### src/rtl/t07_lcd_frame_writer_pkg.sv
// Shared types and constants for the LCD frame writer.
// Provides the FSM state enum, command opcodes, default colours, header lookup.
package t07_lcd_pkg;

  typedef enum logic [2:0] {
    IDLE,
    HDR,
    PIX_W0,
    PIX_W1,
    PIX_HI,
    PIX_LO,
    DONE
  } state_t;

  localparam logic [7:0] CMD_CASET = 8'h2A;
  localparam logic [7:0] CMD_PASET = 8'h2B;
  localparam logic [7:0] CMD_RAMWR = 8'h2C;

  localparam logic [15:0] DEF_BG     = 16'hFFFF;
  localparam logic [15:0] DEF_FLOOR  = 16'h8410;
  localparam logic [15:0] DEF_CACTUS = 16'h03E0;
  localparam logic [15:0] DEF_DINO   = 16'hF800;

  localparam int HDR_LEN = 11;

  // Returns {dcx, byte} for header position idx.
  function automatic logic [8:0] hdr_byte(
    input logic [3:0]  idx,
    input logic [15:0] x_end,
    input logic [15:0] y_end
  );
    logic [8:0] w;
    case (idx)
      4'd0:    w = {1'b0, CMD_CASET};
      4'd1:    w = {1'b1, 8'h00};
      4'd2:    w = {1'b1, 8'h00};
      4'd3:    w = {1'b1, x_end[15:8]};
      4'd4:    w = {1'b1, x_end[7:0]};
      4'd5:    w = {1'b0, CMD_PASET};
      4'd6:    w = {1'b1, 8'h00};
      4'd7:    w = {1'b1, 8'h00};
      4'd8:    w = {1'b1, y_end[15:8]};
      4'd9:    w = {1'b1, y_end[7:0]};
      4'd10:   w = {1'b0, CMD_RAMWR};
      default: w = {1'b1, 8'h00};
    endcase
    return w;
  endfunction

endpackage

### src/rtl/t07_lcd_frame_writer_if.sv
// 8080 write-only LCD bus: data, dcx (0=cmd), wrx and csx (active low).
// master drives the pins, slave observes them.
interface t07_lcd_frame_writer_if;
  logic [7:0] lcd_data;
  logic       lcd_dcx;
  logic       lcd_wrx;
  logic       lcd_csx;

  modport master (
    output lcd_data,
    output lcd_dcx,
    output lcd_wrx,
    output lcd_csx
  );

  modport slave (
    input lcd_data,
    input lcd_dcx,
    input lcd_wrx,
    input lcd_csx
  );
endinterface

### src/rtl/t07_lcd_frame_writer_byte_tx.sv
// Single-byte 8080 write: wrx low WR_CYCLES, then high WR_CYCLES.
// In: tx_byte/tx_dcx/valid. Out: data/dcx/wrx, done (last high cycle).
module t07_lcd_byte_tx #(
  parameter int WR_CYCLES = 1
) (
  input  logic       clk,
  input  logic       nrst,
  input  logic       valid,
  input  logic [7:0] tx_byte,
  input  logic       tx_dcx,
  output logic [7:0] data,
  output logic       dcx,
  output logic       wrx,
  output logic       done
);

  localparam int CW = $clog2(WR_CYCLES + 1);

  logic          active;
  logic          hi_ph;
  logic [CW-1:0] cnt;
  logic          last;

  assign last = (cnt == CW'(WR_CYCLES - 1));
  // done is combinational so a new byte can load on the same edge.
  assign done = active & hi_ph & last;

  always_ff @(posedge clk) begin
    if (!nrst) begin
      active <= 1'b0;
      hi_ph  <= 1'b0;
      cnt    <= '0;
      data   <= 8'h00;
      dcx    <= 1'b1;
      wrx    <= 1'b1;
    end else if (valid && (!active || done)) begin
      active <= 1'b1;
      hi_ph  <= 1'b0;
      cnt    <= '0;
      data   <= tx_byte;
      dcx    <= tx_dcx;
      wrx    <= 1'b0;
    end else if (active) begin
      if (last) begin
        cnt <= '0;
        if (hi_ph) begin
          active <= 1'b0;
        end else begin
          hi_ph <= 1'b1;
          wrx   <= 1'b1;
        end
      end else begin
        cnt <= cnt + 1'b1;
      end
    end
  end

endmodule

### src/rtl/t07_lcd_frame_writer.sv
// Scans H_RES x V_RES, maps generator flags to RGB565, streams one frame.
// Ports: clk/nrst/start, r_* flags, x/y to generator, lcd bus, busy/frame_done.
module t07_lcd_frame_writer
  import t07_lcd_pkg::*;
#(
  parameter int          H_RES        = 320,
  parameter int          V_RES        = 240,
  parameter int          WR_CYCLES    = 1,
  parameter logic [15:0] COLOR_BG     = DEF_BG,
  parameter logic [15:0] COLOR_FLOOR  = DEF_FLOOR,
  parameter logic [15:0] COLOR_CACTUS = DEF_CACTUS,
  parameter logic [15:0] COLOR_DINO   = DEF_DINO
) (
  input  logic                    clk,
  input  logic                    nrst,
  input  logic                    start,
  input  logic                    r_floor,
  input  logic                    r_dino,
  input  logic                    r_cactus,
  output logic [8:0]              x,
  output logic [7:0]              y,
  t07_lcd_frame_writer_if.master  lcd,
  output logic                    busy,
  output logic                    frame_done
);

  localparam int          NPIX  = H_RES * V_RES;
  localparam int          PW    = $clog2(NPIX + 1);
  localparam logic [15:0] X_END = 16'(H_RES - 1);
  localparam logic [15:0] Y_END = 16'(V_RES - 1);

  state_t        state;
  state_t        state_n;
  logic [3:0]    hdr_idx;
  logic [PW-1:0] pix_cnt;
  logic          last_pix;
  logic [15:0]   colour;
  logic [15:0]   colour_q;
  logic          tx_valid;
  logic [8:0]    tx_word;
  logic          tx_done;
  logic          csx;
  logic [7:0]    tx_data;
  logic          tx_dcx_o;
  logic          tx_wrx;

  t07_lcd_byte_tx #(
    .WR_CYCLES (WR_CYCLES)
  ) u_tx (
    .clk     (clk),
    .nrst    (nrst),
    .valid   (tx_valid),
    .tx_byte (tx_word[7:0]),
    .tx_dcx  (tx_word[8]),
    .data    (tx_data),
    .dcx     (tx_dcx_o),
    .wrx     (tx_wrx),
    .done    (tx_done)
  );

  assign lcd.lcd_data = tx_data;
  assign lcd.lcd_dcx  = tx_dcx_o;
  assign lcd.lcd_wrx  = tx_wrx;
  assign lcd.lcd_csx  = csx;

  assign last_pix = (pix_cnt == PW'(NPIX - 1));

  always_comb begin
    colour = COLOR_BG;
    priority case (1'b1)
      r_dino:   colour = COLOR_DINO;
      r_cactus: colour = COLOR_CACTUS;
      r_floor:  colour = COLOR_FLOOR;
      default:  colour = COLOR_BG;
    endcase
  end

  always_ff @(posedge clk) begin
    if (!nrst) state <= IDLE;
    else       state <= state_n;
  end

  always_comb begin
    state_n = state;
    unique case (state)
      IDLE:    if (start) state_n = HDR;
      HDR:     if (tx_done && hdr_idx == 4'(HDR_LEN))
                 state_n = PIX_W0;
      PIX_W0:  state_n = PIX_W1;
      PIX_W1:  state_n = PIX_HI;
      PIX_HI:  if (tx_done) state_n = PIX_LO;
      PIX_LO:  if (tx_done)
                 state_n = last_pix ? DONE : PIX_W0;
      DONE:    state_n = IDLE;
      default: state_n = IDLE;
    endcase
  end

  always_comb begin
    tx_valid   = 1'b0;
    tx_word    = {1'b1, 8'h00};
    busy       = 1'b1;
    csx        = 1'b0;
    frame_done = 1'b0;
    unique case (state)
      IDLE: begin
        busy = 1'b0;
        csx  = 1'b1;
        if (start) begin
          tx_valid = 1'b1;
          tx_word  = hdr_byte(4'd0, X_END, Y_END);
        end
      end
      HDR: begin
        if (tx_done && hdr_idx != 4'(HDR_LEN)) begin
          tx_valid = 1'b1;
          tx_word  = hdr_byte(hdr_idx, X_END, Y_END);
        end
      end
      PIX_W1: begin
        tx_valid = 1'b1;
        tx_word  = {1'b1, colour[15:8]};
      end
      PIX_HI: begin
        if (tx_done) begin
          tx_valid = 1'b1;
          tx_word  = {1'b1, colour_q[7:0]};
        end
      end
      DONE: begin
        busy       = 1'b0;
        csx        = 1'b1;
        frame_done = 1'b1;
      end
      default: ;
    endcase
  end

  always_ff @(posedge clk) begin
    if (!nrst) begin
      hdr_idx  <= 4'd0;
      pix_cnt  <= '0;
      x        <= 9'd0;
      y        <= 8'd0;
      colour_q <= COLOR_BG;
    end else begin
      if (state == IDLE && start)
        hdr_idx <= 4'd1;
      else if (state == HDR && tx_valid)
        hdr_idx <= hdr_idx + 4'd1;
      if (state == PIX_W1)
        colour_q <= colour;
      if (state == PIX_LO && tx_done) begin
        if (last_pix) begin
          pix_cnt <= '0;
          x       <= 9'd0;
          y       <= 8'd0;
        end else begin
          pix_cnt <= pix_cnt + 1'b1;
          if (x == 9'(H_RES - 1)) begin
            x <= 9'd0;
            if (y != 8'(V_RES - 1)) y <= y + 8'd1;
          end else begin
            x <= x + 9'd1;
          end
        end
      end
    end
  end

endmodule

### src/flat_wrapper.sv
// flat-port wrapper written by rule: the top's interface ports become plain ports
module t07_lcd_frame_writer_flat import t07_lcd_pkg::*;
#(
  parameter int          H_RES        = 320,
  parameter int          V_RES        = 240,
  parameter int          WR_CYCLES    = 1,
  parameter logic [15:0] COLOR_BG     = DEF_BG,
  parameter logic [15:0] COLOR_FLOOR  = DEF_FLOOR,
  parameter logic [15:0] COLOR_CACTUS = DEF_CACTUS,
  parameter logic [15:0] COLOR_DINO   = DEF_DINO
)
  (clk, nrst, start, r_floor, r_dino, r_cactus, x, y, busy, frame_done, lcd_lcd_data, lcd_lcd_dcx, lcd_lcd_wrx, lcd_lcd_csx);
  t07_lcd_frame_writer_if lcd_i ();
  input  logic clk;
  input  logic nrst;
  input  logic start;
  input  logic r_floor;
  input  logic r_dino;
  input  logic r_cactus;
  output logic [8:0] x;
  output logic [7:0] y;
  output logic busy;
  output logic frame_done;
  output wire logic [$bits(lcd_i.lcd_data)-1:0] lcd_lcd_data;
  output wire logic [$bits(lcd_i.lcd_dcx)-1:0] lcd_lcd_dcx;
  output wire logic [$bits(lcd_i.lcd_wrx)-1:0] lcd_lcd_wrx;
  output wire logic [$bits(lcd_i.lcd_csx)-1:0] lcd_lcd_csx;
  assign lcd_lcd_data = lcd_i.lcd_data;
  assign lcd_lcd_dcx = lcd_i.lcd_dcx;
  assign lcd_lcd_wrx = lcd_i.lcd_wrx;
  assign lcd_lcd_csx = lcd_i.lcd_csx;
  t07_lcd_frame_writer #(.H_RES(H_RES), .V_RES(V_RES), .WR_CYCLES(WR_CYCLES), .COLOR_BG(COLOR_BG), .COLOR_FLOOR(COLOR_FLOOR), .COLOR_CACTUS(COLOR_CACTUS), .COLOR_DINO(COLOR_DINO)) u_core (.clk(clk), .nrst(nrst), .start(start), .r_floor(r_floor), .r_dino(r_dino), .r_cactus(r_cactus), .x(x), .y(y), .lcd(lcd_i), .busy(busy), .frame_done(frame_done));
endmodule
### config.mk
export PLATFORM = sky130hd
export DESIGN_NAME = t07_lcd_frame_writer_flat
export DESIGN_NICKNAME = d
export VERILOG_FILES = /design/src/rtl/t07_lcd_frame_writer_pkg.sv /design/src/rtl/t07_lcd_frame_writer_if.sv /design/src/rtl/t07_lcd_frame_writer_byte_tx.sv /design/src/rtl/t07_lcd_frame_writer.sv /design/src/flat_wrapper.sv
export SDC_FILE = /design/constraint.sdc
export NUM_CORES = 1
export LEC_CHECK = 0
export CORE_AREA = 2 2 66 99
export CTS_CLUSTER_DIAMETER = 200
export DETAILED_ROUTE_END_ITERATION = 6
export DIE_AREA = 0 0 68 101
export PLACE_DENSITY = 0.68
export SYNTH_ARGS = -nofsm -noshare
export SYNTH_HDL_FRONTEND = slang
export SYNTH_SLANG_ARGS = --single-unit
export TNS_END_PERCENT = 10
### constraint.sdc
create_clock -name clk -period 3.8 [get_ports clk]
set_clock_uncertainty 0.1 [all_clocks]
set_input_delay 0.76 -clock clk [delete_from_list [all_inputs] [get_ports clk]]
set_output_delay 0.76 -clock clk [all_outputs]
set_load 0.01 [all_outputs]
==> results of run 1 <==
-- where the power goes --
part	total, mW	switching [mW]	internal [mW]	leakage [nW]
sequential	0.608	0.0124	0.595	0.453
combinational	0.0904	0.0522	0.0383	0.724
clock	0.343	0.208	0.136	0.0463
-- final timing paths --
kind / cells after the start / to / slack [ns]
setup / recovery: 5 / busy / 0.99
hold / removal: 2 / u_core.colour_q[3]$_SDFFE_PN1N_ / 0.38
setup reg to reg: 5 / u_core.x[2]$_SDFFE_PN0P_ / 1.37
hold reg to reg: 2 / u_core.colour_q[3]$_SDFFE_PN1N_ / 0.38
-- per-stage QoR --
stage / std cells / power (mW) / instance area (um^2) / setup WS (ns) / hold WS (ns)
after floorplan: 351 / 0.674 / 2910 / 1.70 / 0.338
after global routing: 460 / 1.08 / 3420 / 0.795 / 0.408
after detailed placement: 452 / 0.712 / 3330 / 1.11 / 0.350
after CTS: 460 / 1.05 / 3420 / 0.980 / 0.381
after global placement: 452 / 0.710 / 3330 / 1.14 / 0.356
final: 460 / 1.04 / 3420 / 0.986 / 0.378
-- cell families after synthesis --
| family | Yosys count | synth area share [%] |
|---|---|---|
| AND/OR/NAND/NOR | 177 | 32.5 |
| AO/OA/AOI/OAI | 58 | 13.4 |
| flip-flops | 56 | 38.5 |
| XOR/XNOR | 27 | 8.13 |
| buffers and inverters | 23 | 3.44 |
| adder cells (fa/ha/maj) | 7 | 3.01 |
| multiplexers | 3 | 1.03 |
-- worst min-delay path, cell delays in order, from the launching register on --
cell	delay, ns
sky130_fd_sc_hd__dfxtp_1	0.34
sky130_fd_sc_hd__a21oi_1	0.06
sky130_fd_sc_hd__nand2_1	0.06
-- final cells by class --
| class | instances | area [um^2] | share of cell area [%] |
|---|---|---|---|
| clock inverters | 3 | 27.5 | 0.804 |
| well taps | 74 | 92.6 | 2.70 |
| multi-input cells | 272 | 1690 | 49.3 |
| flip-flops and latches | 56 | 1120 | 32.7 |
| repair buffers | 40 | 388 | 11.3 |
| inverters | 10 | 37.5 | 1.10 |
| clock buffers | 5 | 68.8 | 2.01 |
-- routing by layer --
metal	up-vias	share of wire (%)
met5	-	0
met2	59	53
met1	1199	40
li1	1319	-
met3	20	2.8
met4	0	4.5
-- flip-flops by register name, summed over array words and instances, names as in the netlist --
signal / count
u_core.u_tx.data: 8
u_core.colour_q: 3
u_core.hdr_idx: 4
u_core.pix_cnt: 17
u_core.u_tx.dcx: 1
u_core.u_tx.hi_ph: 1
u_core.x: 9
u_core.u_tx.active: 1
u_core.y: 8
u_core.u_tx.wrx: 1
u_core.state: 3
-- cell usage in the layout (no fill, tap or decap), types with 5 or more instances in the layout --
cell type / count
sky130_fd_sc_hd__o21ai_0: 16
sky130_fd_sc_hd__dfxtp_1: 56
sky130_fd_sc_hd__and3_1: 6
sky130_fd_sc_hd__nand3_1: 17
sky130_fd_sc_hd__a21oi_1: 15
sky130_fd_sc_hd__xor2_1: 20
sky130_fd_sc_hd__nor2b_1: 14
sky130_fd_sc_hd__nor4_1: 7
sky130_fd_sc_hd__clkbuf_8: 5
sky130_fd_sc_hd__a22o_1: 6
sky130_fd_sc_hd__nand2_1: 31
sky130_fd_sc_hd__and2_1: 6
sky130_fd_sc_hd__buf_4: 5
sky130_fd_sc_hd__nor2_1: 40
sky130_fd_sc_hd__nor3_1: 13
sky130_fd_sc_hd__nand4_1: 20
sky130_fd_sc_hd__clkdlybuf4s50_1: 35
sky130_fd_sc_hd__ha_1: 7
sky130_fd_sc_hd__inv_1: 10
sky130_fd_sc_hd__xnor2_1: 7
==> results by group, run 1 <==
Critical path
  – Critical Path Sink Type: primary output
  – Crit path required time: 2.94 ns
  – Most frequent CP cell: sky130_fd_sc_hd__inv_1
  – Startpoint type of the worst setup path: flop
  – Critical path's largest stage delay: 0.63 ns
  – Crit-path cells: inv_1 > nor2_1 > nor3_1 > inv_1 > clkdlybuf4s50_1
  – Family with the most delay on the worst path: buffers and inverters
  – Worst Path Buf+Inv: 3
  – Crit Path Class: reg2out
  – Largest fanout of any net on the critical path: 15
  – Worst Path Arrival: 1.95 ns
  – Start of the worst register-to-register path: u_core.state[0]$_SDFFE_PN0P_
  – Slowest cell on crit path: sky130_fd_sc_hd__dfxtp_1
  – Critical path startpoint: u_core.state[1]$_SDFFE_PN0P_

CTS
  – Skew-Pair Late Insertion Delay: 0.31 ns
  – Number of buffers added by the clock tree synthesis step: 5
  – # Post-CTS Setup Buffers: 0
  – Clk pin slew, worst setup/hold paths: 0.10 ns
  – Clock Sinks: 56
  – CTS Root Buffer Type: sky130_fd_sc_hd__clkbuf_8
  – Post-CTS sizing: 0
  – H-tree depth reported by CTS: 2
  – Post-CTS Hold Fix Bufs: 0
  – CTS tree: yes
  – Buffer levels on the longest clock path: 2

Min path
  – Path type of the worst min-delay path: reg2reg
  – Worst Hold Launch: u_core.colour_q[3]$_SDFFE_PN1N_

Timing
  – Number of hold-slack violations in the final timing report: 0
  – Max Slew Vio Count: 0
  – Minimum clock period: 2.81 ns
  – Aggregate negative setup slack: 0 ns
  – Worst relative slew slack: 52.3%
  – Tcrit/Tclk final: 74.0%
  – Unrepaired setup endpoints after global routing: false
  – Slew at the pin closest to its max-slew limit: 0.716 ns
  – Peak Freq: 355 MHz
  – Final setup violation count: 0

Finish
  – Fraction of layout instances using a drive strength above 1: 5.70%
  – Final Net Count: 398
  – Number of filler cells placed in the layout: 584
  – Area added between synthesis and finish: 17.7%
  – Diodes inserted: 0
  – Final Util: 56.6%

Route
  – Detailed-route DRC error count: 0
  – Antenna violation net count after detailed routing: 0
  – Initial DRC count: 108
  – Per-cell routed wire length: 15.0 um
  – Via count: 2597
  – DR pass1 iterations: 4
  – Routed via count divided by cell count: 5.65
  – Final routed wirelength across all metal layers: 6900 um

Floorplanning
  – Starting utilization of the core area: 48.1%
  – Die extent in x: 68 um
  – Full die area: 6870 um^2
  – Row Count: 35
  – Die Ht: 101 um
  – Top-level I/O count: 36
  – Area of the core region: 6040 um^2

Yosys
  – Commonest cells in the synthesized netlist: 56 x sky130_fd_sc_hd__dfxtp_1, 40 x sky130_fd_sc_hd__nor2_1, 31 x sky130_fd_sc_hd__nand2_1, 20 x sky130_fd_sc_hd__nand4_1, 20 x sky130_fd_sc_hd__xor2_1
  – Area share of the largest cell type after synthesis: 38.5%
  – Post-synthesis instance area: 2910 um^2
  – Most frequently used flop master after synthesis: sky130_fd_sc_hd__dfxtp_1
  – Synthesis Warnings: 0
  – Cell type with the highest aggregate area in the netlist: sky130_fd_sc_hd__dfxtp_1
  – Synthesized area per cell: 8.29 um^2
  – Post-synthesis net count: 364
  – Gate count of the mapped netlist: 351
  – Most area-consuming cells after synthesis: sky130_fd_sc_hd__dfxtp_1 39%, sky130_fd_sc_hd__xor2_1 6.0%, sky130_fd_sc_hd__nor2_1 5.2%
  – Count of flip-flops with a built-in enable after synthesis: 0
  – Most numerous cell in the Yosys netlist: sky130_fd_sc_hd__dfxtp_1
  – Number of flip-flops and latches in the synthesized netlist: 56
  – FFs w/ async S/R, synth: 0%
  – Sequential share of the synthesized area: 38.5%
  – Count of distinct cell types in the synthesized netlist: 48

Global routing
  – Busiest layer in global routing: met2
  – Maximum number of pins on one net before global-route repair: 20
  – Vias in the first global route: 2546
  – Antenna violations before repair: 0
  – Grt ovf: 0
  – Global-route wire length before repair: 11600 um
  – Global-route met2 utilization: 40.4%
  – Met1 GRT Util: 23.0%
  – Global routing met3 resource utilization: 3.24%
  – Global-route usage over all layers: 22.0%

Placement
  – Global placement routability congestion: 0.952
  – Total half-perimeter wirelength after legalization and detailed placement: 5220 um
  – Count of port buffers added during placement: 35

Outcome
  – Status: finished clean

Power and ir drop
  – Peak supply drop: 0.147 mV
  – Pwr/cell area: 304 nW/um^2
  – Leak Pwr: 1.22 nW

Flow run
  – Maxcap violations: 0
Power figures use the tool's default switching activity.
==> inputs of run 2 (changes only) <==
==> constraint.sdc (replaced) <==
create_clock -name clk -period 2.8 [get_ports clk]
set_clock_uncertainty 0.1 [all_clocks]
set_input_delay 0.56 -clock clk [delete_from_list [all_inputs] [get_ports clk]]
set_output_delay 0.56 -clock clk [all_outputs]
set_load 0.01 [all_outputs]
==> run 2 against run 1 <==
  * Design area rose by 0.80%
  * Utilization rose by 0.46 points
  * Sequential power rose by 35%
  * Combinational power rose by 47%
  * Sequential share of layout area fell by 0.26 points
  * Global-route usage fell by 0.40 points
  * Critical path depth did not move
  * Clock power rose by 37%
  * Routed wire length fell by 0.94%
  * Power rose by 37%
  * Highest routed layer unchanged
==> results by group, run 2 (synthesis gave the netlist of run 1 again) <==
Route
  – Detailed-route DRC error count: 0 (unchanged)
  – Initial DRC count: 121 (+12%)
  – DR pass1 iterations: 4 (unchanged)
  – Via count: 2653 (+2.2%)
  – Per-cell routed wire length: 14.7 um (-1.8%)
  – Antenna violation net count after detailed routing: 0 (unchanged)
  – Routed via count divided by cell count: 5.72 (+1.3%)
  – Final routed wirelength across all metal layers: 6840 um (-0.94%)

Finish
  – Final Net Count: 402 (+1.0%)
  – Post-Layout Inst Area: 3450 um^2 (+0.80%)
  – Diodes inserted: 0 (unchanged)
  – Registers with the most flip-flops: u_core.pix_cnt (17), u_core.x (9)
  – Fraction of layout instances using a drive strength above 1: 6.41% (+0.71 points)
  – Number of flip-flops in the largest register: 17 (unchanged)
  – Commonest non-fill, non-tap cell in the layout: sky130_fd_sc_hd__dfxtp_1
  – Highest-count cells in the layout ignoring fill and taps: 56 x sky130_fd_sc_hd__dfxtp_1, 40 x sky130_fd_sc_hd__nor2_1, 35 x sky130_fd_sc_hd__clkdlybuf4s50_1
  – Top reg by flops: u_core.pix_cnt
  – Area added between synthesis and finish: 18.6%

Global routing
  – Antenna violations before repair: 0 (unchanged)
  – Global-route wire length before repair: 11300 um (-2.2%)
  – Maximum number of pins on one net before global-route repair: 17 (-15%)
  – Global-route usage over all layers: 21.6% (-0.40 points)
  – Grt ovf: 0 (unchanged)
  – Vias in the first global route: 2475 (-2.8%)

Critical path
  – Reg-to-reg slack, setup: 0.60 ns (-0.77 ns)
  – Startpoint type of the worst setup path: flop
  – Critical Path Sink: busy
  – Crit Path Class: reg2out
  – Critical Path Sink Type: primary output
  – Critical path startpoint: u_core.state[1]$_SDFFE_PN0P_
  – Number of cell instances on the worst register-to-register path: 5 (unchanged)
  – Worst Path Arrival: 1.92 ns (-0.03 ns)
  – R2R Path End: u_core.u_tx.data[3]$_SDFFE_PN0P_
  – Largest fanout of any net on the critical path: 15 (unchanged)
  – Start of the worst register-to-register path: u_core.hdr_idx[2]$_SDFFE_PP0P_
  – Crit path required time: 2.14 ns (-0.80 ns)

Timing
  – Slew at the pin closest to its max-slew limit: 0.488 ns (-0.227 ns)
  – Aggregate negative setup slack: 0 ns (unchanged)
  – Final setup violation count: 0 (unchanged)
  – Peak Freq: 387 MHz
  – Max Slew Vio Count: 0 (unchanged)
  – Tcrit/Tclk final: 92.2%
  – Number of hold-slack violations in the final timing report: 0 (unchanged)
  – Unrepaired setup endpoints after global routing: false
  – Minimum clock period: 2.58 ns
  – Worst relative slew slack: 67.4% (+15 points)

CTS
  – CTS Root Buffer Type: sky130_fd_sc_hd__clkbuf_8
  – Skew-Pair Late Insertion Delay: 0.32 ns (about the same)
  – Buffer levels on the longest clock path: 2 (unchanged)
  – Post-CTS sizing: 0 (unchanged)
  – Clk pin slew, worst setup/hold paths: 0.10 ns (about the same)
  – H-tree depth reported by CTS: 2 (unchanged)
  – CTS tree: yes
  – Clock Sinks: 56 (unchanged)
  – Number of buffers added by the clock tree synthesis step: 5 (unchanged)
  – # Post-CTS Setup Buffers: 0 (unchanged)
  – Post-CTS Hold Fix Bufs: 0 (unchanged)

Min path
  – Path type of the worst min-delay path: reg2reg
  – WHS Path Cells: 1 (-1)

Power and ir drop
  – Net switching power: 357 uW (+31%)
  – Final Power: 1.42 mW (+37%)
  – Switching fraction of total power: 25.1% (-1.0 points)
  – Clk pwr share: 33.0% (about the same)
  – Combinational Power Share: 9.3% (+0.6 points)
  – Pwr/cell area: 412 nW/um^2 (+36%)
  – Peak supply drop: 0.243 mV (+66%)
  – Leak Pwr: 1.24 nW (+1.4%)
  – Fraction of power consumed by sequential logic: 57.7% (-0.6 points)
  – Internal Dissipation: 1.07 mW (+39%)

Floorplanning
  – Area of the core region: 6040 um^2 (unchanged)
  – Row Count: 35 (unchanged)
  – Die Ht: 101 um (unchanged)
  – Starting utilization of the core area: 48.1% (unchanged)
  – Full die area: 6870 um^2 (unchanged)
  – Die extent in x: 68 um (unchanged)
  – Top-level I/O count: 36 (unchanged)

Outcome
  – Status: finished clean

Placement
  – Global placement routability congestion: 0.920 (-3.3%)
  – Placed cell areas: 3360 um^2 (+0.90%)
  – Total half-perimeter wirelength after legalization and detailed placement: 5210 um (-0.22%)
  – Count of port buffers added during placement: 35 (unchanged)

Flow run
  – Maxcap violations: 0 (unchanged)
-- run 2: per-stage QoR --
stage                     setup WS [ns]  instances  utilization [%]  hold WS (ns)
after CTS                         0.239        464             57.1         0.378
after global routing             0.0459        464             57.1         0.399
final                             0.217        464             57.1         0.375
after detailed placement          0.388        456             55.5         0.346
after floorplan                   0.901        351                -         0.338
after global placement            0.445        456             55.5         0.348
-- run 2: area by class of cell --
class | instances | area, um^2
flip-flops and latches | 56 | 1120
multi-input cells | 272 | 1690
fillers | 590 | 2590
clock buffers | 7 | 86.3
well taps | 74 | 92.6
repair buffers | 44 | 418
clock inverters | 1 | 7.51
inverters | 10 | 37.5
-- run 2: critical path, stage by stage, from the launching register on --
cell	delay [ns]
sky130_fd_sc_hd__dfxtp_1	0.64
sky130_fd_sc_hd__inv_1	0.16
sky130_fd_sc_hd__nor2_1	0.17
sky130_fd_sc_hd__nor3_1	0.07
sky130_fd_sc_hd__inv_1	0.05
sky130_fd_sc_hd__clkdlybuf4s50_1	0.52
-- run 2: routing by layer --
| metal | GRT usage, % | vias to the layer above | wire length, um |
|---|---|---|---|
| met5 | 0 | - | 0 |
| met4 | 10.6 | 0 | 260 |
| met3 | 3.35 | 18 | 204 |
| met2 | 40.3 | 53 | 3720 |
| met1 | 22.4 | 1258 | 2650 |
| li1 | - | 1324 | - |
-- run 2: worst min path at each step --
stage,startpoint,end,slack (ns)
floorplan,u_core.colour_q[4]$_SDFFE_PN1N_,u_core.colour_q[4]$_SDFFE_PN1N_,0.34
global placement,u_core.u_tx.data[7]$_SDFFE_PN0P_,u_core.u_tx.data[7]$_SDFFE_PN0P_,0.35
detailed placement,u_core.u_tx.data[7]$_SDFFE_PN0P_,u_core.u_tx.data[7]$_SDFFE_PN0P_,0.35
CTS,u_core.u_tx.data[2]$_SDFFE_PN0P_,u_core.u_tx.data[2]$_SDFFE_PN0P_,0.38
global route,u_core.u_tx.data[6]$_SDFFE_PN0P_,u_core.u_tx.data[6]$_SDFFE_PN0P_,0.40
finish,u_core.u_tx.data[7]$_SDFFE_PN0P_,u_core.u_tx.data[7]$_SDFFE_PN0P_,0.37
-- run 2: power groups by stage --
stage	Clock, mW	Combinational [mW]	Sequential (mW)
final	0.470	0.133	0.821
after global routing	0.519	0.146	0.823
after CTS	0.485	0.133	0.821
after detailed placement	0	0.133	0.839
after global placement	0	0.132	0.839
after floorplan	0	0.0768	0.838
==> inputs of run 3 (changes only) <==
--- a/config.mk
+++ b/config.mk
@@ -5,10 +5,12 @@
 export SDC_FILE = /design/constraint.sdc
 export NUM_CORES = 1
 export LEC_CHECK = 0
+export ABC_CLOCK_PERIOD_IN_PS = 2800
 export CORE_AREA = 2 2 66 99
 export CTS_CLUSTER_DIAMETER = 200
 export DETAILED_ROUTE_END_ITERATION = 6
 export DIE_AREA = 0 0 68 101
+export GPL_ROUTABILITY_DRIVEN = 0
 export PLACE_DENSITY = 0.68
 export SYNTH_ARGS = -nofsm -noshare
 export SYNTH_HDL_FRONTEND = slang
==> results of run 3 <==
Final layout, timing and power as in run 2 (identical DEF).
